File: src/rtl/ex_stage_pipe.sv
// Execute stage for the scalar/vector core: ALU, per-lane vector ALU, bit swap and branch resolution.
// EX_SAT_EN (define to enable) makes vector ADD/SUB saturate per lane instead of wrapping.
module ex_stage_pipe #(
  parameter int ELEM_SIZE = 8,
  parameter int VECT_SIZE = 8,
  parameter int EX_LAT    = 2,
  parameter int ADDR_BITS = 10
) (
  input  logic                           clk_i,
  input  logic                           rst_i,
  input  logic                           in_valid_i,
  output logic                           in_ready_o,
  input  logic [2:0]                     op_i,
  input  logic                           is_vec_i,
  input  logic                           use_imm_i,
  input  logic                           swap_i,
  input  logic [$clog2(ELEM_SIZE)-1:0]   swap_org_i,
  input  logic [$clog2(ELEM_SIZE)-1:0]   swap_dst_i,
  input  logic [ELEM_SIZE-1:0]           int_a_i,
  input  logic [ELEM_SIZE-1:0]           int_b_i,
  input  logic [ELEM_SIZE*VECT_SIZE-1:0] vec_a_i,
  input  logic [ELEM_SIZE*VECT_SIZE-1:0] vec_b_i,
  input  logic [ELEM_SIZE-1:0]           imm_i,
  input  logic                           flag_we_i,
  input  logic                           jump_i,
  input  logic [1:0]                     cond_i,
  input  logic [ADDR_BITS-1:0]           jump_addr_i,
  output logic                           out_valid_o,
  input  logic                           out_ready_i,
  output logic [ELEM_SIZE-1:0]           ialu_res_o,
  output logic [ELEM_SIZE*VECT_SIZE-1:0] valu_res_o,
  output logic [1:0]                     alu_flags_o,
  output logic                           branch_taken_o,
  output logic [ADDR_BITS-1:0]           branch_addr_o,
  output logic                           busy_o
);

  localparam int SW = $clog2(ELEM_SIZE);
  localparam int VW = ELEM_SIZE * VECT_SIZE;
  localparam logic [2:0] OP_ADD = 3'd0;
  localparam logic [2:0] OP_SUB = 3'd1;

  typedef struct packed {
    logic [ELEM_SIZE-1:0] ires;
    logic [VW-1:0]        vres;
    logic                 c;
    logic                 z;
    logic                 flag_we;
    logic                 is_vec;
    logic                 jump;
    logic [1:0]           cond;
    logic [ADDR_BITS-1:0] addr;
  } stage_t;

  function automatic logic [ELEM_SIZE-1:0] alu_op(input logic [2:0] op,
                                                  input logic [ELEM_SIZE-1:0] a,
                                                  input logic [ELEM_SIZE-1:0] b);
    logic [ELEM_SIZE-1:0] r;
    case (op)
      3'd0:    r = a + b;
      3'd1:    r = a - b;
      3'd2:    r = a & b;
      3'd3:    r = a | b;
      3'd4:    r = a ^ b;
      3'd5:    r = {a[ELEM_SIZE-2:0], 1'b0};
      3'd6:    r = {1'b0, a[ELEM_SIZE-1:1]};
      default: r = a;
    endcase
    return r;
  endfunction

  function automatic logic [ELEM_SIZE-1:0] swap_bits(input logic [ELEM_SIZE-1:0] a,
                                                     input logic [SW-1:0] org,
                                                     input logic [SW-1:0] dst);
    logic [ELEM_SIZE-1:0] r;
    r      = a;
    r[org] = a[dst];
    r[dst] = a[org];
    return r;
  endfunction

  stage_t               stage_reg [EX_LAT];
  logic                 valid_reg [EX_LAT];
  logic [1:0]           flags_reg;
  stage_t               entry;
  stage_t               last;
  logic [ELEM_SIZE-1:0] b_s;
  logic [ELEM_SIZE-1:0] r_s;
  logic                 c_s;
  logic [VW-1:0]        vres_s;
  logic                 advance;
  logic                 handshake;
  logic                 kill;
  logic                 cond_met;

  // Carry of a wrapped add shows up as the result being smaller than A.
  always_comb begin
    b_s = use_imm_i ? imm_i : int_b_i;
    r_s = alu_op(op_i, int_a_i, b_s);
    c_s = 1'b0;
    if (swap_i)
      r_s = swap_bits(int_a_i, swap_org_i, swap_dst_i);
    else if (op_i == OP_ADD)
      c_s = (r_s < int_a_i);
    else if (op_i == OP_SUB)
      c_s = (int_a_i < b_s);
  end

  generate
    for (genvar gi = 0; gi < VECT_SIZE; gi++) begin : g_lane
      logic [ELEM_SIZE-1:0] la;
      logic [ELEM_SIZE-1:0] lb;
      logic [ELEM_SIZE-1:0] lr;
      assign la = vec_a_i[gi*ELEM_SIZE +: ELEM_SIZE];
      assign lb = use_imm_i ? imm_i : vec_b_i[gi*ELEM_SIZE +: ELEM_SIZE];
      always_comb begin
        lr = alu_op(op_i, la, lb);
        if (swap_i)
          lr = swap_bits(la, swap_org_i, swap_dst_i);
`ifdef EX_SAT_EN
        else if (op_i == OP_ADD && lr < la)
          lr = '1;
        else if (op_i == OP_SUB && la < lb)
          lr = '0;
`endif
      end
      assign vres_s[gi*ELEM_SIZE +: ELEM_SIZE] = lr;
    end
  endgenerate

  always_comb begin
    entry         = '0;
    entry.ires    = is_vec_i ? '0 : r_s;
    entry.vres    = is_vec_i ? vres_s : '0;
    entry.c       = !is_vec_i && c_s;
    entry.z       = ~|entry.ires;
    entry.flag_we = flag_we_i;
    entry.is_vec  = is_vec_i;
    entry.jump    = jump_i;
    entry.cond    = cond_i;
    entry.addr    = jump_addr_i;
  end

  assign last        = stage_reg[EX_LAT-1];
  assign out_valid_o = valid_reg[EX_LAT-1];
  assign advance     = !(out_valid_o && !out_ready_i);
  assign in_ready_o  = advance;
  assign handshake   = out_valid_o && out_ready_i;

  // Jumps see the committed flags, so a flag writer one slot ahead is already visible.
  always_comb begin
    case (last.cond)
      2'b00:   cond_met = 1'b1;
      2'b01:   cond_met = flags_reg[0];
      2'b10:   cond_met = !flags_reg[0];
      default: cond_met = flags_reg[1];
    endcase
  end

  assign branch_taken_o = out_valid_o && last.jump && cond_met;
  assign branch_addr_o  = last.addr;
  assign kill           = handshake && branch_taken_o;
  assign ialu_res_o     = last.ires;
  assign valu_res_o     = last.vres;
  assign alu_flags_o    = flags_reg;

  generate
    for (genvar gi = 0; gi < EX_LAT; gi++) begin : g_stage
      if (gi == 0) begin : g_first
        always_ff @(posedge clk_i or posedge rst_i) begin
          if (rst_i) begin
            valid_reg[gi] <= 1'b0;
            stage_reg[gi] <= '0;
          end else if (advance) begin
            valid_reg[gi] <= in_valid_i && !kill;
            stage_reg[gi] <= entry;
          end
        end
      end else begin : g_next
        always_ff @(posedge clk_i or posedge rst_i) begin
          if (rst_i) begin
            valid_reg[gi] <= 1'b0;
            stage_reg[gi] <= '0;
          end else if (advance) begin
            valid_reg[gi] <= valid_reg[gi-1] && !kill;
            stage_reg[gi] <= stage_reg[gi-1];
          end
        end
      end
    end
  endgenerate

  always_ff @(posedge clk_i or posedge rst_i) begin
    if (rst_i)
      flags_reg <= 2'b00;
    else if (handshake && last.flag_we && !last.is_vec)
      flags_reg <= {last.c, last.z};
  end

  always_comb begin
    busy_o = 1'b0;
    for (int i = 0; i < EX_LAT; i++)
      busy_o = busy_o | valid_reg[i];
  end

endmodule

File: config.mk
export PLATFORM = sky130hd
export DESIGN_NAME = ex_stage_pipe
export DESIGN_NICKNAME = d
export VERILOG_FILES = /design/src/rtl/ex_stage_pipe.sv
export SDC_FILE = /design/constraint.sdc
export NUM_CORES = 1
export LEC_CHECK = 0
export BUFFER_PORTS_ARGS = -buffer_cell sky130_fd_sc_hd__buf_2
export CAP_MARGIN = 15
export CORE_ASPECT_RATIO = 1.5
export CORE_MARGIN = 5
export CORE_UTILIZATION = 45
export DETAILED_ROUTE_END_ITERATION = 8
export GPL_TIMING_DRIVEN = 0
export HOLD_SLACK_MARGIN = 0.03
export SETUP_SLACK_MARGIN = 0.02
export SLEW_MARGIN = 20
export SYNTH_ARGS = -nofsm -noshare
export SYNTH_HDL_FRONTEND = slang
export SYNTH_SLANG_ARGS = --single-unit
File: constraint.sdc
create_clock -name clk_i -period 11.65 [get_ports clk_i]
set_clock_uncertainty 0.1 [all_clocks]
set_input_delay 1.165 -clock clk_i [delete_from_list [all_inputs] [get_ports clk_i]]
set_output_delay 1.165 -clock clk_i [all_outputs]
set_load 0.1 [all_outputs]
Word-level counts from Yosys, hierarchy flattened
Index checks and enable logic that the tools add are counted.

cells by class
  $lt $le $gt $ge = 6
  shifts and indexed selects = 0
  reductions and logical operators = 22
  divide/modulo/power cells = 0
  equality and inequality tests = 8
  multiply operators = 0
  muxes and demuxes = 91
  bitwise logic cells = 28
  $add $sub $neg = 18

operators with widths
  operator                                                                      number
  8-bit one-hot mux with 7 select lines                                         9
  8-bit two-way mux                                                             19
  8-bit bitwise mux                                                             18
  8-bit adder                                                                   9
  8-bit bitwise AND                                                             9
  8-bit OR                                                                      9
  8-bit subtractor                                                              9
  8-bit bitwise XOR                                                             9
  64-bit two-way mux                                                            1
  1-bit binary-select mux with 3-bit select                                     18
  1-bit two-way mux                                                             23
  8-bit less-than comparator                                                    2
  1-bit logical AND                                                             12
  3-bit equality test, second input constant                                    3
  3-bit by 4-bit less-than comparator with 1-bit output, second input constant  2
  8-bit OR reduction                                                            1
  1-bit zero test                                                               7
  1-bit demux with 3-bit select                                                 2
  3-bit by 2-bit equality test with 1-bit output, second input constant         2
  3-bit by 1-bit >= comparator with 1-bit output, second input constant         2
  3-bit by 1-bit equality test with 1-bit output, second input constant         1
  3-bit zero test                                                               1
  1-bit one-hot mux with 3 select lines                                         1
  2-bit by 1-bit equality test with 1-bit output, second input constant         1
  other kinds (3)                                                               3

word-level totals
  input port bits = 182
  memory bits (read-only) = 0
  flip-flop bits (word level) = 182
  logic and storage cells = 194
  output and inout port bits = 88
  bits in writable memories = 0
  memories = 0
  latch bits = 0

Logic depth before layout (Yosys ltp)
Gate-level depths: netlist of the first run.

  depth in word-level cells = 10
  mapped depth = 20
  depth with buffers taken out = 17

Least setup slack after synthesis of the first run
No wires, ideal clock.

  path type = input to register
  start point = input use_imm_i
  end point = register stage_reg[105] (netlist name)
  setup time = 110 ps
  path slack = 6735 ps
  arrival = 4705 ps
  required time = 11440 ps
  stages on the path = 20
  path buffers = 3
  path through = inv_2 buf_2 buf_2 buf_1 a21oi_1 inv_1 ha_1 fa_1 nor3_1 o31ai_1 a21o_1 mux2_2 a21oi_1 o21ai_0 and2_1 ha_1 o2111ai_1 a21oi_1 o31a_1 o41ai_1

between the ends
  longest elaborated chain between the ends = 7
  elaborated cells between the ends (all ways) = 13
  those cells by class = add/sub (2); order compare (2); mux (5); bitwise (3); reduce/logical (1)

RTL lines
  element                                   line  text
  start, declared                           15    input logic use_imm_i,
  8-bit two-way mux *                       98    b_s = use_imm_i ? imm_i : int_b_i;
  8-bit subtractor (tied with other cells)  61    3'd1: r = a - b;
  8-bit one-hot mux with 7 select lines     59    case (op)
  8-bit less-than comparator                104   c_s = (r_s < int_a_i);
  1-bit two-way mux *                       103   else if (op_i == OP_ADD)
  1-bit two-way mux *                       101   if (swap_i)
  1-bit logical AND *                       135   entry.c = !is_vec_i && c_s;
  end signal, assigned by index             176   stage_reg[gi] <= entry;
  end, declared                             82    stage_t stage_reg [EX_LAT];

Mark *: on every way between the ends. The rest lies on a longest branch, timed or not.
A chain may end at the register's enable or synchronous reset.

Worst setup path in the final report of the first run
Same ends and word-level chain as after synthesis.

==> flow_summary.toml, run 1 <==
[critical_path]
endpoint_kind = "flip-flop"
critPathBufInv = 6
r2r_cells = 8
timing.rr.start = "out_valid_o"
cp_common_cell = "buf_2"
critPathRequiredTime_ns = 11.86
worstPathMaxFanout = 10
startpoint_type = "input pin"
worstSetupPathType = "input pin to flip-flop"
crit_family = "buffers and inverters"
r2r_slack_ns = 7.86
slowest_delay_ns = 0.79
crit_path_cell_trace = "buf_2 -> inv_2 -> buf_2 -> buf_2 -> buf_1 -> a21oi_1 -> ha_1 -> buf_2 -> nor3_1 -> o31ai_1 -> a21o_1 -> mux2_2 -> a21oi_1 -> o21ai_0 -> and2_1 -> ha_1 -> o2111ai_1 -> a21oi_1 -> o31a_1 -> o41ai_1"
crit_arrival_ns = 6.57
rr_endpoint = "stage_reg[123]"
slowest_stage = "buf_1"

[drt]
drtIter0Drc = 2614
wl_per_cell_um = 29.86
drc = 0
drtPass1Iterations = 9
avgViaCountPerCell = 6.278
ant_nets = 0
drt-total-wl_mm = 110.6
num_vias = 23250

[clock_network]
cts_buffers = 17
cts_resized = 0
cts_tree = "done"
max-clock-path-buffers = 2
cts.sinks = 182
htreeDepth = 4
cts-root-buf = "clkbuf_16"
holdBufCountCts = 0
cts_setup_buffers = 0
clk_latency_ns = 0.43
path_clk_slew_ns = 0.07

[cells_and_area]
syn_to_final_growth_pct = 12.79
layout_commonest_cell = "nand2_1"
drive_above_1_share_pct = 17.51
largest_reg_flops = 89
mostFrequentLayoutCells = "544 x nand2_1, 315 x buf_2, 250 x o21ai_0"
fillerInstances = 4768
finalNetCount = 3520

[power_and_ir_drop]
pwr_density_cell_nw_per_um2 = 165.4
power_uw = 3910
ir_drop_v = 0.0001419
leakage_uw = 0.01162

[logic_synthesis]
synth_cell_types = 86
avgSynthCellArea_um2 = 7.458
ys_ff_latch = 182
ys_seq_area_share_pct = 21.73
synth_edf_count = 0
synthFlopType = "dfrtp_1"
async_flop_share_pct = 100.0
yosysWarnings = 0
syn_inst = 2810
syn_nets = 3236
synth_area_um2 = 20960

[outcome]
status = "completed"

[global_route]
grt_usage_pct = 41.88
grt_overflow = 0
grt_max_degree = 111
grt_pass1_wl_mm = 155.5
antenna_found_initial = 4
grt_pass1_vias = 22860

[die]
die_h_um = 274.3
die_area_um2 = 51070
coreArea_um2 = 46360
start_util_pct = 45.20
die_x_um = 186.2
row_count = 97
ioPinCount = 270

[timing]
finalCritPeriodShare_pct = 54.60
hold_violations = 0
period_minus_slack_ns = 6.361
setup_viol = 0
fmax_mhz = 157.2
fin_tns_setup_ns = 0
timing.hold.ws_ns = 0.3676
rsz0062_at_grt = "false"
relSlewSlack_pct = 13.40
tightest_slew_ns = 1.293
slew_viol_final = 0

[place]
io_buffers = 262
place_hpwl_mm = 87.46
gp_congestion = 1.087

[hold_path]
hold-path-endpoint = "valu_res_o[29]"
hp-start = "valu_res_o[29]"
min_path_cells = 2
hp-class = "flip-flop to flip-flop"

[job]
max_cap_viol_count = 0
worst register-to-register path: cells and delay by family, from the launching register on:
family,cells,cell delay (ns)
buf+inv,3,1.25
flops,1,0.42
simple gates,3,1.24
compound gates,2,0.69
Yosys cell counts (15+ instances only):
library cell	number	share of area (%)
dfrtp_1	182	22
nand2_1	544	9.7
nor3_1	35	0.84
o22ai_1	53	1.6
o221ai_1	33	1.4
mux2_2	34	1.8
a31oi_1	26	0.78
inv_1	180	3.2
o21ai_0	250	6.0
buf_4	93	3.3
buf_1	16	0.29
nor2b_1	26	0.78
nand3_1	32	0.76
or3_1	19	0.57
a21oi_1	209	5.0
xnor2_1	82	3.4
mux4_2	15	1.6
nor2_1	169	3.0
a211oi_1	22	0.79
buf_2	51	1.2
o211ai_1	71	2.5
mux2i_1	53	2.5
a221oi_1	28	1.2
clkbuf_1	108	1.9
ha_1	234	14
a22o_1	15	0.63
a22oi_1	15	0.54
cell families (layout without fill, tap and decap cells):
kind of cell | after synthesis | count (layout) | share of synthesized area (%)
buffers and inverters | 461 | 758 | 10.31
other | 0 | 2 | 0
AOI/OAI and AO/OA | 840 | 840 | 25.20
muxes | 104 | 104 | 6.108
xor gates and xnor gates | 95 | 95 | 3.970
adders and majority gates | 244 | 244 | 14.93
DFF | 182 | 182 | 21.73
and+or+nand+nor | 884 | 884 | 17.76
how the worst max path moves through the flow:
| stage | from | endpoint | depth (start not counted) | slack (ns) |
|---|---|---|---|---|
| final | use_imm_i | stage_reg[105] | 20 | 5.29 |
| after global routing | use_imm_i | stage_reg[105] | 20 | 5.25 |
| after CTS | use_imm_i | stage_reg[105] | 20 | 5.48 |
| after detailed placement | use_imm_i | stage_reg[105] | 20 | 5.04 |
| after global placement | rst_i | stage_reg[105] | 2 | 3.69 |
| after floorplan | rst_i | alu_flags_o[0] | 1 | 5.44 |
per-layer routing:
layer  up-vias  global-route usage, %  share of wire, %
met1     10820                  48.30                35
li1      10320                      -                 -
met5         -                      0             0.043
met4         4                  32.21               9.7
met3       492                  8.334                10
met2      1611                  67.29                45
final cells by class:
class | count | area [µm²] | area share (%)
clock inverter | 9 | 68.82 | 0.2911
clock buffer | 23 | 478.0 | 2.022
timing repair buffer | 265 | 1355 | 5.733
multi-input combinational | 2167 | 14260 | 60.34
inverter | 190 | 720.7 | 3.049
tap | 594 | 743.2 | 3.144
buffer | 271 | 1449 | 6.130
sequential | 182 | 4554 | 19.27
antenna | 2 | 5.005 | 0.02117
where the power goes:
group	switching, µW	internal (µW)
Clock	242	292
Combinational	1810	620
Sequential	117	827
Total	2170	1740
stage by stage:
stage | worst slack [ns] | instance area (µm²) | util (%) | cells
after floorplan | 5.441 | 20960 | - | 2810
after global placement | 3.687 | 23010 | 49.63 | 3666
after detailed placement | 5.037 | 23060 | 49.74 | 3668
after CTS | 5.484 | 23610 | 50.91 | 3700
after global routing | 5.247 | 23630 | 50.97 | 3701
final | 5.289 | 23640 | 50.99 | 3703
No activity file was read; power rests on OpenSTA's default activity.
==> run 2: changes to the inputs <==
Settings changed: ABC_AREA from default to 1.
Clock period 11.65 ns to 6.6 ns, I/O delays scaled along.
==> run 2 against run 1 <==
Compared with the run above: die area shrank 1.4%; setup slack lost 3.8 ns; non-clock buffer count shrank 30; power grew 77%; combinational power grew 73%; synthesized area shrank 1.5%; critical path type unchanged; largest power group unchanged; largest cell class unchanged; routed wire length shrank 4.4%; final cell count grew 9.5%.
==> flow_summary.toml, run 2 <==
[cells_and_area]
syn_to_final_growth_pct = 13.30
drive_above_1_share_pct = 15.42
stdcell_count = 4055
finalNetCount = 3875
register_area_um2 = 4554
multiInputGateArea_um2 = 13590
layout_commonest_cell = "nand2_1"
largest_reg_flops = 89
fillerInstances = 4684
mostFrequentLayoutCells = "983 x nand2_1, 320 x buf_2, 278 x inv_1"

[logic_synthesis]
synth_area_um2 = 20650
ys_seq_area_share_pct = 22.06
synth_top_area_share_pct = 22.06
muxShareOfSynthArea_pct = 0
synth_area_leader_cell = "dfrtp_1"
yosysWarnings = 0
synth-compound-area-share_pct = 22.12
yosys.area_share.simple_pct = 26.47
ys_ff_latch = 182
yosysMostFrequentCell = "nand2_1"
syn_nets = 3590
synth_area_leaders = "dfrtp_1 22%, nand2_1 18%, ha_1 14%"
ys_top_cells_by_count = "983 x nand2_1, 279 x inv_1, 260 x a21oi_1, 252 x o21ai_0, 234 x ha_1"
syn_inst = 3164
synth_top_family_by_area = "simple AND/OR/NAND/NOR gates"
synth-xor-area-share_pct = 2.079
avgSynthCellArea_um2 = 6.525
synth_edf_count = 0
synthFlopType = "dfrtp_1"
synthAdderAreaFrac_pct = 15.15
synth_cell_types = 48
async_flop_share_pct = 100.0

[die]
die_x_um = 184.9
start_util_pct = 45.23
die_h_um = 272.3
row_count = 96
coreArea_um2 = 45640
die_area_um2 = 50350
ioPinCount = 270

[drt]
drtPass1Iterations = 7
drtIter0Drc = 2678
drt-total-wl_mm = 105.7
drc = 0
avgViaCountPerCell = 6.020
wl_per_cell_um = 26.06
ant_nets = 0
num_vias = 24410

[place]
pre_cts_ws_ns = 1.279
io_buffers = 265
gp_congestion = 1.069
place_hpwl_mm = 84.58
dp.cells = 4018

[timing]
slew_viol_final = 0
fmax_mhz = 195.5
fin_ws_ns = 1.485
relSlewSlack_pct = 22.52
finalCritPeriodShare_pct = 77.51
tightest_slew_ns = 1.162
hold_violations = 0
period_minus_slack_ns = 5.115
setup_viol = 0
rsz0062_at_grt = "false"

[clock_network]
cts_buffers = 17
cts_resized = 0
htreeDepth = 4
cts.sinks = 182
max-clock-path-buffers = 2
cts_tree = "done"
clk_latency_ns = 0.44
cts_setup_buffers = 0
path_clk_slew_ns = 0.07
cts-root-buf = "clkbuf_16"
holdBufCountCts = 0

[power_and_ir_drop]
pwr_density_cell_nw_per_um2 = 296.3
ir_drop_v = 0.0002332
leakage_uw = 0.01262

[critical_path]
crit_path_cell_trace = "buf_2 -> inv_2 -> nand3_1 -> clkinv_1 -> buf_2 -> buf_2 -> clkbuf_1 -> o21ai_0 -> fa_1 -> or2_2 -> nand3_1 -> o21ai_0 -> a211oi_1 -> nand3_1 -> nand2_1 -> o21ai_1"
critPathRequiredTime_ns = 6.80
slowest_delay_ns = 0.80
startpoint_type = "input pin"
r2r_cells = 6
endpoint_kind = "flip-flop"
slowest_stage = "a211oi_1"
worstPathMaxFanout = 10
crit_arrival_ns = 5.32
worstSetupPathType = "input pin to flip-flop"

[job]
max_cap_viol_count = 0

[global_route]
grt_max_degree = 114
grt_pass1_vias = 23290
grt_overflow = 0
antenna_found_initial = 5
grt_pass1_wl_mm = 150.7
grt_usage_pct = 40.29

[outcome]
status = "completed"

[hold_path]
hp-class = "input pin to asynchronous set/reset pin"
-- run 2: worst paths after layout --
check,end,slack (ns),start
min reg2reg,valu_res_o[40],0.36,stage_reg[146]
max,stage_reg[132],1.48,op_i[2]
max in group asynchronous,ialu_res_o[7],5.31,rst_i
min,valu_res_o[1],0.17,rst_i
min in group clk_i,stage_reg[99],0.32,cond_i[0]
max reg2reg,stage_reg[131],4.19,out_valid_o
-- run 2: layout make-up --
class                   count  share of cell area (%)
flip-flops and latches    182                   19.47
clock inverters            15                  0.8986
well taps                 588                   3.145
inverters                 308                   4.985
plain buffers             240                   5.755
clock buffers              17                   1.819
multi-input cells        2434                   58.09
diodes                      5                 0.05349
repair buffers            266                   5.787
-- run 2: per-stage QoR --
stage / instance area (µm²) / utilization [%] / hold slack [ns] / setup TNS, ns / power [µW]
floorplan: 20650 / - / 0.3422 / 0 / 4815
finish: 23390 / 51.25 / 0.1679 / 0 / 6932
CTS: 23380 / 51.22 / 0.1794 / 0 / 6885
global route: 23390 / 51.24 / 0.2027 / 0 / 7270
global placement: 22710 / 49.75 / 0.3533 / -125.12 / 5736
detailed placement: 22740 / 49.83 / 0.3507 / 0 / 5812
-- run 2: logic make-up after synthesis --
group                    count (synthesis)
flip-flops                             182
XOR/XNOR                                49
adder cells (fa/ha/maj)                244
AND/OR/NAND/NOR                       1340
buffers and inverters                  548
AO/OA/AOI/OAI                          801
-- run 2: report_power, final --
group	internal (µW)	total (µW)	leakage [µW]	switching (µW)
Clock	583	1060	0.000305	480
Sequential	1470	1670	0.00233	202
Combinational	1000	4200	0.00998	3200
-- run 2: critical path, delay by kind of cell --
kind            cells  cell delay, ns
buf+inv             6            2.02
fa+ha+maj           1            0.47
compound gates      4            1.28
simple gates        5            0.88
-- run 2: layer usage --
metal  vias up  global-route usage [%]  wire, µm
met1     11270                   48.40     38760
met5         -                       0         0
met4         0                   28.24      8938
met3       442                   6.293      9902
li1      11030                       -         -
met2      1668                   65.26     48070
